==> config.mk <==
export PLATFORM = sky130hd
export DESIGN_NAME = ram_port_arbiter
export DESIGN_NICKNAME = d
export VERILOG_FILES = /design/src/rtl/arb_pkg.sv /design/src/rtl/rr_pick2.sv /design/src/rtl/ram_port_arbiter.sv
export SDC_FILE = /design/constraint.sdc
export NUM_CORES = 1
export LEC_CHECK = 0
export ABC_AREA = 0
export CAP_MARGIN = 20
export CORE_MARGIN = 5
export CORE_UTILIZATION = 36
export CTS_CLUSTER_SIZE = 25
export DETAILED_ROUTE_END_ITERATION = 6
export PLACE_DENSITY = 0.83
export SYNTH_ARGS = -nofsm -noshare
export SYNTH_HDL_FRONTEND = slang
export SYNTH_SLANG_ARGS = --single-unit
==> constraint.sdc <==
create_clock -name Clock -period 1.65 [get_ports Clock]
set_clock_uncertainty 0.2 [all_clocks]
set_input_delay 0.495 -clock Clock [delete_from_list [all_inputs] [get_ports Clock]]
set_output_delay 0.495 -clock Clock [all_outputs]
set_load 0.03 [all_outputs]
==> src/rtl/arb_pkg.sv <==
// Shared types and constants for the two-port RAM arbiter.
// Latency: n/a (declarations only).
// Backpressure: n/a (declarations only).
package arb_pkg;

    localparam int ADDR_W = 9;
    localparam int DATA_W = 32;

    // Arbiter FSM: one address cycle, one data-return cycle, then back to idle.
    typedef enum logic [1:0] {
        IDLE    = 2'd0,
        ACCESS  = 2'd1,
        CAPTURE = 2'd2
    } state_t;

    // Owner encoding used for both the current owner and the round-robin history.
    localparam logic OWN_CPU = 1'b0;
    localparam logic OWN_DMA = 1'b1;

endpackage

==> src/rtl/rr_pick2.sv <==
// Two-way round-robin pick between the CPU and DMA requests.
// Latency: purely combinational.
// Backpressure: none; callers mask requests before they reach this block.
module rr_pick2
    import arb_pkg::*;
(
    input  logic cpu_req,
    input  logic dma_req,
    input  logic last_owner,
    output logic gnt_vld,
    output logic winner
);

    // On a tie the requester that did not own the RAM last time wins.
    always_comb begin
        gnt_vld = cpu_req | dma_req;
        if (cpu_req && dma_req) begin
            winner = ~last_owner;
        end else if (cpu_req) begin
            winner = OWN_CPU;
        end else begin
            winner = OWN_DMA;
        end
    end

endmodule

==> src/rtl/ram_port_arbiter.sv <==
// Shares one single-port synchronous RAM between the CPU memory path and a DMA/loader port.
// Latency: request seen in C0 -> ACCESS C1 -> CAPTURE C2 -> one-cycle ack with rdata in C3.
// Backpressure: requesters hold req until their ack; req is ignored during its own ack cycle.
module ram_port_arbiter
    import arb_pkg::*;
#(
    parameter int ADDR_W = arb_pkg::ADDR_W,
    parameter int DATA_W = arb_pkg::DATA_W
) (
    input  logic              Clock,
    input  logic              Reset,
    input  logic              cpu_req,
    input  logic              cpu_we,
    input  logic [ADDR_W-1:0] cpu_addr,
    input  logic [DATA_W-1:0] cpu_wdata,
    output logic              cpu_ack,
    output logic [DATA_W-1:0] cpu_rdata,
    input  logic              dma_req,
    input  logic              dma_we,
    input  logic [ADDR_W-1:0] dma_addr,
    input  logic [DATA_W-1:0] dma_wdata,
    output logic              dma_ack,
    output logic [DATA_W-1:0] dma_rdata,
    output logic [ADDR_W-1:0] ram_addr,
    output logic [DATA_W-1:0] ram_data,
    output logic              ram_we,
    input  logic [DATA_W-1:0] ram_q,
    output logic              busy
);

    state_t            state;
    logic              owner;
    logic              last_owner;
    logic              lat_we;
    logic [ADDR_W-1:0] lat_addr;
    logic [DATA_W-1:0] lat_wdata;
    logic              cpu_mreq;
    logic              dma_mreq;
    logic              gnt_vld;
    logic              winner;

    // A requester may still be holding req in its ack cycle; that stale request must not re-grant.
    assign cpu_mreq = cpu_req & ~cpu_ack;
    assign dma_mreq = dma_req & ~dma_ack;

    rr_pick2 u_pick (
        .cpu_req    (cpu_mreq),
        .dma_req    (dma_mreq),
        .last_owner (last_owner),
        .gnt_vld    (gnt_vld),
        .winner     (winner)
    );

    // FSM sequencing and latching of the winning request at the grant edge.
    always_ff @(posedge Clock) begin
        if (Reset) begin
            state      <= IDLE;
            owner      <= OWN_CPU;
            last_owner <= OWN_DMA;
            lat_we     <= 1'b0;
            lat_addr   <= '0;
            lat_wdata  <= '0;
        end else begin
            case (state)
                IDLE: begin
                    if (gnt_vld) begin
                        state      <= ACCESS;
                        owner      <= winner;
                        last_owner <= winner;
                        if (winner == OWN_CPU) begin
                            lat_we    <= cpu_we;
                            lat_addr  <= cpu_addr;
                            lat_wdata <= cpu_wdata;
                        end else begin
                            lat_we    <= dma_we;
                            lat_addr  <= dma_addr;
                            lat_wdata <= dma_wdata;
                        end
                    end
                end
                ACCESS:  state <= CAPTURE;
                CAPTURE: state <= IDLE;
                default: state <= IDLE;
            endcase
        end
    end

    // Completion: owner gets a one-cycle ack and its read data (zero for writes) on leaving CAPTURE.
    always_ff @(posedge Clock) begin
        if (Reset) begin
            cpu_ack   <= 1'b0;
            dma_ack   <= 1'b0;
            cpu_rdata <= '0;
            dma_rdata <= '0;
        end else begin
            cpu_ack <= 1'b0;
            dma_ack <= 1'b0;
            if (state == CAPTURE) begin
                if (owner == OWN_CPU) begin
                    cpu_ack   <= 1'b1;
                    cpu_rdata <= lat_we ? '0 : ram_q;
                end else begin
                    dma_ack   <= 1'b1;
                    dma_rdata <= lat_we ? '0 : ram_q;
                end
            end
        end
    end

    // Address and data simply follow the latch; the write strobe is gated by Reset so an
    // interrupted access never commits.
    assign ram_addr = lat_addr;
    assign ram_data = lat_wdata;
    assign ram_we   = (state == ACCESS) & lat_we & ~Reset;
    assign busy     = (state != IDLE);

endmodule

==> reports/qor.csv, run 1 <==
metric,value,unit
min_path_type,in -> reg,
clock_latency,0.35,ns
overflow,0,
critPathKind,reg -> reg,
dpl.hpwl,11.10,mm
viasPerCell,5.159,
grt_pass1_vias,5208,
hold_viol_final,0,
drtIter0Drc,348,
cp-startpoint,dma_ack,
min-delay-start,Reset,
worst_setup_path_end_kind,flip-flop,
crit_fanout,8,
cts_max_level,3,
synth_top_family_by_area,simple AND/OR/NAND/NOR gates,
max_stage_delay,0.37,ns
path_buf_inv,5,
synth_seq_area_share,48.51,%
yosys-top-cells-area,"dfxtp_1 (49%), nand2_1 (17%), a311oi_2 (7.1%), a21oi_1 (6.9%), nor2b_1 (4.7%)",
synthMuxAreaShare,0.2166,%
gp_congestion,0.7844,
antenna_found_initial,0,
synth_top_area_share,48.51,%
syn_inst,572,
power.density,906.4,nW/um2
finalSetupViolCount,47,
syn_avg_cell_area,8.080,um2
ant_nets,0,
synth_compound_area_share,18.35,%
crit_required,1.69,ns
area_growth,82.97,%
place_inst,951,
period_share,116.6,%
die_width,123.3,um
synth_xor_area_share,0,%
worstPathArrival,1.96,ns
core,12620,um2
antennaDiodeCount,0,
synthAdderAreaFrac,0,%
io_pins,229,
grt_start_max_net_pins,63,
wl_per_cell,19.42,um
final_cells,1004,
peakVddDrop,624.4,uV
synth_cell_types,24,
ys_warn_count,0,
ys_ff_latch,112,
worstMarginPinSlew,0.5142,ns
netlist_area,4622,um2
grt_pass1_wl,26.95,mm
crit_family,buffers and inverters,
grt_usage,23.17,%
max_freq,0.5200,GHz
max_slew_margin,65.72,%
worst_hold_slack,0.1307,ns
post-route-min-period,1.923,ns
failed_checks,negative setup slack,
cts_hold_buf,0,
rsz0062_at_grt,yes,
vias,5180,
yosys.area.top_type,dfxtp_1,
firstDrtPassIters,5,
power_leakage,3.350,nW
cts_tree,yes,
syn_nets,692,
num_rows,41,
fin_ws,-0.2732,ns
path_clk_slew,0.08,ns
wl,19.50,mm
rr_startpoint,dma_ack,
maxCapViolCount,0,
status,"complete, but fails checks",
synth_simple_gate_area_share,27.45,%
path_cells,buf_6 -> nor2b_1 -> o21ba_4 -> buf_12 -> buf_12 -> buf_16 -> buf_6 -> a311oi_1,
die_y,123.3,um
die-area,15200,um2
cts_root_buf,clkbuf_16,
start_kind,flip-flop,
fin_nets,947,
cts-buffers-inserted,9,
slew_violations,0,
drc,0,
io_buffers,228,
drive_gt1_share,34.98,%
crit_slowest_cell,dfxtp_2,
clockBufferDepth,2,
start_util,36.63,%
clock_sinks,112,
[worst reg2reg max path, cell delays in order (launching register included)]
cell      delay (ns)
dfxtp_2         0.37
buf_6           0.11
nor2b_1         0.06
o21ba_4         0.24
buf_12          0.14
buf_12          0.13
buf_16          0.15
buf_6           0.12
a311oi_1        0.29
[cells in the final DEF (no fill, tap or decap), types with 10 or more instances in the layout]
cell	Yosys	layout
nor2b_1	35	34
buf_6	7	20
dfxtp_1	112	101
a311oi_2	22	35
buf_4	2	105
a21oi_1	64	64
dfxtp_2	0	10
buf_16	0	11
nor2_1	45	25
nand2_2	1	22
nand2_1	212	189
nor2_4	0	11
buf_12	0	32
clkdlybuf4s50_1	0	116
[metrics by stage]
step	setup slack, ns	power, mW	utilization (%)	instance area [um2]	TNS [ns]
5_1_grt	-0.3073	7.933	67.01	8457	-9.628
4_1_cts	-0.2614	7.537	65.93	8320	-8.380
3_5_place_dp	-0.7446	4.910	56.85	7174	-30.71
6_report	-0.2732	7.665	67.01	8457	-7.635
2_1_floorplan	-0.08701	4.033	-	4725	-2.945
3_3_place_gp	-0.6560	4.876	56.85	7174	-28.19
[synthesized netlist by cell type]
cell type,count
nand2_2,1
o21ba_1,1
or3b_2,1
nand2_1,212
and2_1,2
or3b_1,1
nand2b_1,1
nor3b_1,1
nor3b_2,1
clkbuf_1,29
nor2b_1,35
dfxtp_1,112
a21oi_1,64
a311oi_2,22
mux2i_1,1
a311oi_1,20
or2_1,1
nand3b_1,1
a211oi_2,1
buf_4,2
buf_6,7
nor2_1,45
and3b_1,1
buf_2,10
[metal layers]
| metal | routed length [um] | share of wire, % | track usage, % | vias up |
|---|---|---|---|---|
| met5 | 0 | 0 | 0 | - |
| met4 | 860 | 4.4 | 12.66 | 0 |
| met3 | 1903 | 9.8 | 8.051 | 60 |
| met2 | 9642 | 49 | 40.10 | 288 |
| met1 | 7092 | 36 | 24.61 | 2420 |
| li1 | - | - | - | 2412 |
[where the power goes]
group / internal (mW) / switching (mW) / leakage (nW)
registers: 2.88 / 0.153 / 0.918
clock network: 1.07 / 1.01 / 0.136
logic: 1.31 / 1.25 / 2.30
[kinds of logic after synthesis]
family,after synthesis
AND/OR/NAND/NOR,303
flip-flops,112
AO/OA/AOI/OAI,108
buffers and inverters,48
multiplexers,1
[worst paths after layout]
check | to | cells after the start | slack (ns)
setup reg to reg | ram_data[21] | 8 | -0.27
setup / recovery | ram_data[21] | 8 | -0.27
hold reg to reg | cpu_rdata[17] | 2 | 0.26
hold / removal | state[1] | 2 | 0.13
[registers in the layout, indices dropped and copies added (netlist names)]
register	cells
cpu_rdata	32
dma_rdata	32
ram_data	32
ram_addr	9
state	2
cpu_ack	1
dma_ack	1
last_owner	1
lat_we	1
owner	1
[what timing repair did]
item,in CTS,in global routing
resized for setup,53,75
gates cloned,18,0
setup endpoints to repair,49,49
pin swaps,29,37
setup buffers,21,7
[layout make-up]
class | instances | area, um2
clock buffer | 11 | 242.7
tap | 172 | 215.2
clock inverter | 5 | 31.28
fill | 975 | 4163
timing repair buffer | 291 | 3229
sequential | 112 | 2258
multi-input combinational | 413 | 2480
(Power assumes the default switching activity.)
==> run 2, diff against run 1 <==
--- a/config.mk
+++ b/config.mk
@@ -7,9 +7,9 @@
 export LEC_CHECK = 0
 export ABC_AREA = 0
 export CAP_MARGIN = 20
-export CORE_MARGIN = 5
+export CORE_MARGIN = 4
 export CORE_UTILIZATION = 36
-export CTS_CLUSTER_SIZE = 25
+export CTS_CLUSTER_SIZE = 16
 export DETAILED_ROUTE_END_ITERATION = 6
 export PLACE_DENSITY = 0.83
 export SYNTH_ARGS = -nofsm -noshare
==> run 2 against run 1 <==
The flow still finishes with violations (negative setup slack). Fmax fell by 1.2%. Global-route usage is 0.54 points higher. Die area decreased by 3.2%. Routed wire length rose by 1.6%. Worst setup slack worse by 0.024 ns. Critical path type unchanged.
==> reports/qor.csv, run 2 (same netlist as run 1, synthesis figures left out) <==
metric,value,unit,change
grt_usage,23.70,%,was 23.17%
grt_pass1_wl,27.16,mm,was 26.95 mm
rsz0062_at_grt,yes,,unchanged
final_cell_mix,"nand2_1 (184), clkdlybuf4s50_1 (116), buf_4 (115)",,"was nand2_1 (189), clkdlybuf4s50_1 (116), buf_4 (105)"
grt_start_max_net_pins,62,,was 63
die-area,14710,um2,was 15200 um2
cts-buffers-inserted,9,,unchanged
core,12620,um2,unchanged
clockBufferDepth,2,,unchanged
firstDrtPassIters,6,,was 5
worstPathArrival,1.98,ns,was 1.96 ns
cts_root_buf,clkbuf_16,,unchanged
clock_sinks,112,,unchanged
io_buffers,228,,unchanged
grt_pass1_vias,5246,,was 5208
overflow,0,,unchanged
peakVddDrop,569.4,uV,was 624.4 uV
drc,0,,unchanged
crit_slowest_cell,or3b_4,,was dfxtp_2
antennaDiodeCount,0,,unchanged
path_buf_inv,2,,was 5
area_growth,81.24,%,was 82.97%
crit_fanout,6,,was 8
clock_latency,0.35,ns,about the same
worstMarginPinSlew,0.4711,ns,was 0.5142 ns
start_util,36.63,%,unchanged
pwr-share-comb,31.8,%,was 33.4%
final.setup.tns,-7.520,ns,was -7.635 ns
crit_required,1.68,ns,was 1.69 ns
maxCapViolCount,0,,unchanged
num_rows,41,,unchanged
place_inst,955,,was 951
gp_congestion,0.8036,,was 0.7844
die_width,121.3,um,was 123.3 um
fillers,911,,was 975
path_cells,or3b_4 -> nand2_8 -> buf_12 -> buf_16 -> nand2_1 -> a311oi_2,,was buf_6 -> nor2b_1 -> o21ba_4 -> buf_12 -> buf_12 -> buf_16 -> buf_6 -> a311oi_1
die_y,121.3,um,was 123.3 um
max_slew_margin,68.59,%,was 65.72%
final_cells,1003,,was 1004
fin_ws,-0.2971,ns,was -0.2732 ns
io_pins,229,,unchanged
failed_checks,negative setup slack,,unchanged
worst_hold_slack,0.1311,ns,was 0.1307 ns
start_kind,flip-flop,,unchanged
path_clk_slew,0.08,ns,about the same
fin_util,66.38,%,was 67.01%
netSwitchingFraction,30.36,%,was 31.41%
drtIter0Drc,469,,was 348
worst_setup_path_end_kind,flip-flop,,unchanged
power_leakage,3.328,nW,was 3.350 nW
viasPerCell,5.221,,was 5.159
final_common_cell,nand2_1,,unchanged
period_share,118.0,%,was 116.6%
finalSetupViolCount,48,,was 47
cell_internal_pwr,5.510,mW,was 5.257 mW
crit_family,simple AND/OR/NAND/NOR gates,,was buffers and inverters
dpl.hpwl,10.53,mm,was 11.10 mm
p_switching,2.403,mW,was 2.408 mW
wl_per_cell,19.75,um,was 19.42 um
critPathKind,reg -> reg,,unchanged
status,"complete, but fails checks",,unchanged
fin_nets,946,,was 947
vias,5237,,was 5180
power.total,7.913,mW,was 7.665 mW
wl,19.81,mm,was 19.50 mm
ant_nets,0,,unchanged
min_path_type,in -> reg,,unchanged
max_freq,0.5136,GHz,was 0.5200 GHz
antenna_found_initial,0,,unchanged
slew_violations,0,,unchanged
p_clk_share,30.0,%,was 27.0%
power.density,944.6,nW/um2,was 906.4 nW/um2
pwr-share-seq,38.3,%,was 39.6%
max_stage_delay,0.44,ns,was 0.37 ns
cts_tree,yes,,unchanged
cts_max_level,3,,unchanged
hold_viol_final,0,,unchanged
drive_gt1_share,36.58,%,was 34.98%
post-route-min-period,1.947,ns,was 1.923 ns
==> run 2: cell types whose count changed in the layout (fill, tap and decap cells not counted), sizes merged <==
cell           change
bufbuf             -1
dlygate4sd2        -1
inv                -1
buf                +1
o21ba              -1
clkbuf             +2
clkinv             -2
clkdlybuf4s15      +1
bufinv             +2
clkinvlp           -1
==> run 2: path summary, 6_finish.rpt <==
path                                    start       endpoint  slack [ns]  cells after the start
worst max-delay path               last_owner   ram_data[29]       -0.30                      6
worst min-delay path                    Reset       state[1]        0.13                      2
worst max register to register     last_owner   ram_data[29]       -0.30                      6
worst min register to register  dma_rdata[31]  dma_rdata[31]        0.25                      2
==> run 2: final cells by class <==
class | count | area (um2) | area share, %
well taps | 172 | 215.2 | 2.569
clock inverters | 3 | 65.06 | 0.7767
flip-flops and latches | 112 | 2258 | 26.96
multi-input cells | 412 | 2470 | 29.48
repair buffers | 291 | 3118 | 37.22
clock buffers | 13 | 250.2 | 2.987
==> run 2: power groups by stage <==
stage          Sequential, mW  Clock (mW)  Combinational (mW)
2_1_floorplan            3.34           0               0.694
3_3_place_gp             3.04           0                1.79
3_5_place_dp             3.04           0                1.80
4_1_cts                  2.99        2.38                2.31
5_1_grt                  3.04        2.51                2.61
6_report                 3.03        2.37                2.51
==> run 2: through the flow <==
step | setup WS [ns] | cell area, um2
floorplan | -0.08701 | 4725
global placement | -0.6169 | 7117
detailed placement | -0.7078 | 7117
CTS | -0.2753 | 8173
global route | -0.3442 | 8377
finish | -0.2971 | 8377
==> run 2: routing by layer <==
layer	share of wire, %	up-vias	global-route usage (%)
li1	-	2401	-
met1	36	2424	25.09
met2	49	325	41.04
met3	9.6	87	6.573
met4	5.8	0	15.48
met5	0	-	0
==> run 2: what timing repair did <==
action,CTS,global route
gates cloned,13,0
pin swaps,49,20
resized for setup,74,54
setup endpoints to repair,47,48
buffers inserted,18,5
hold buffers,0,0
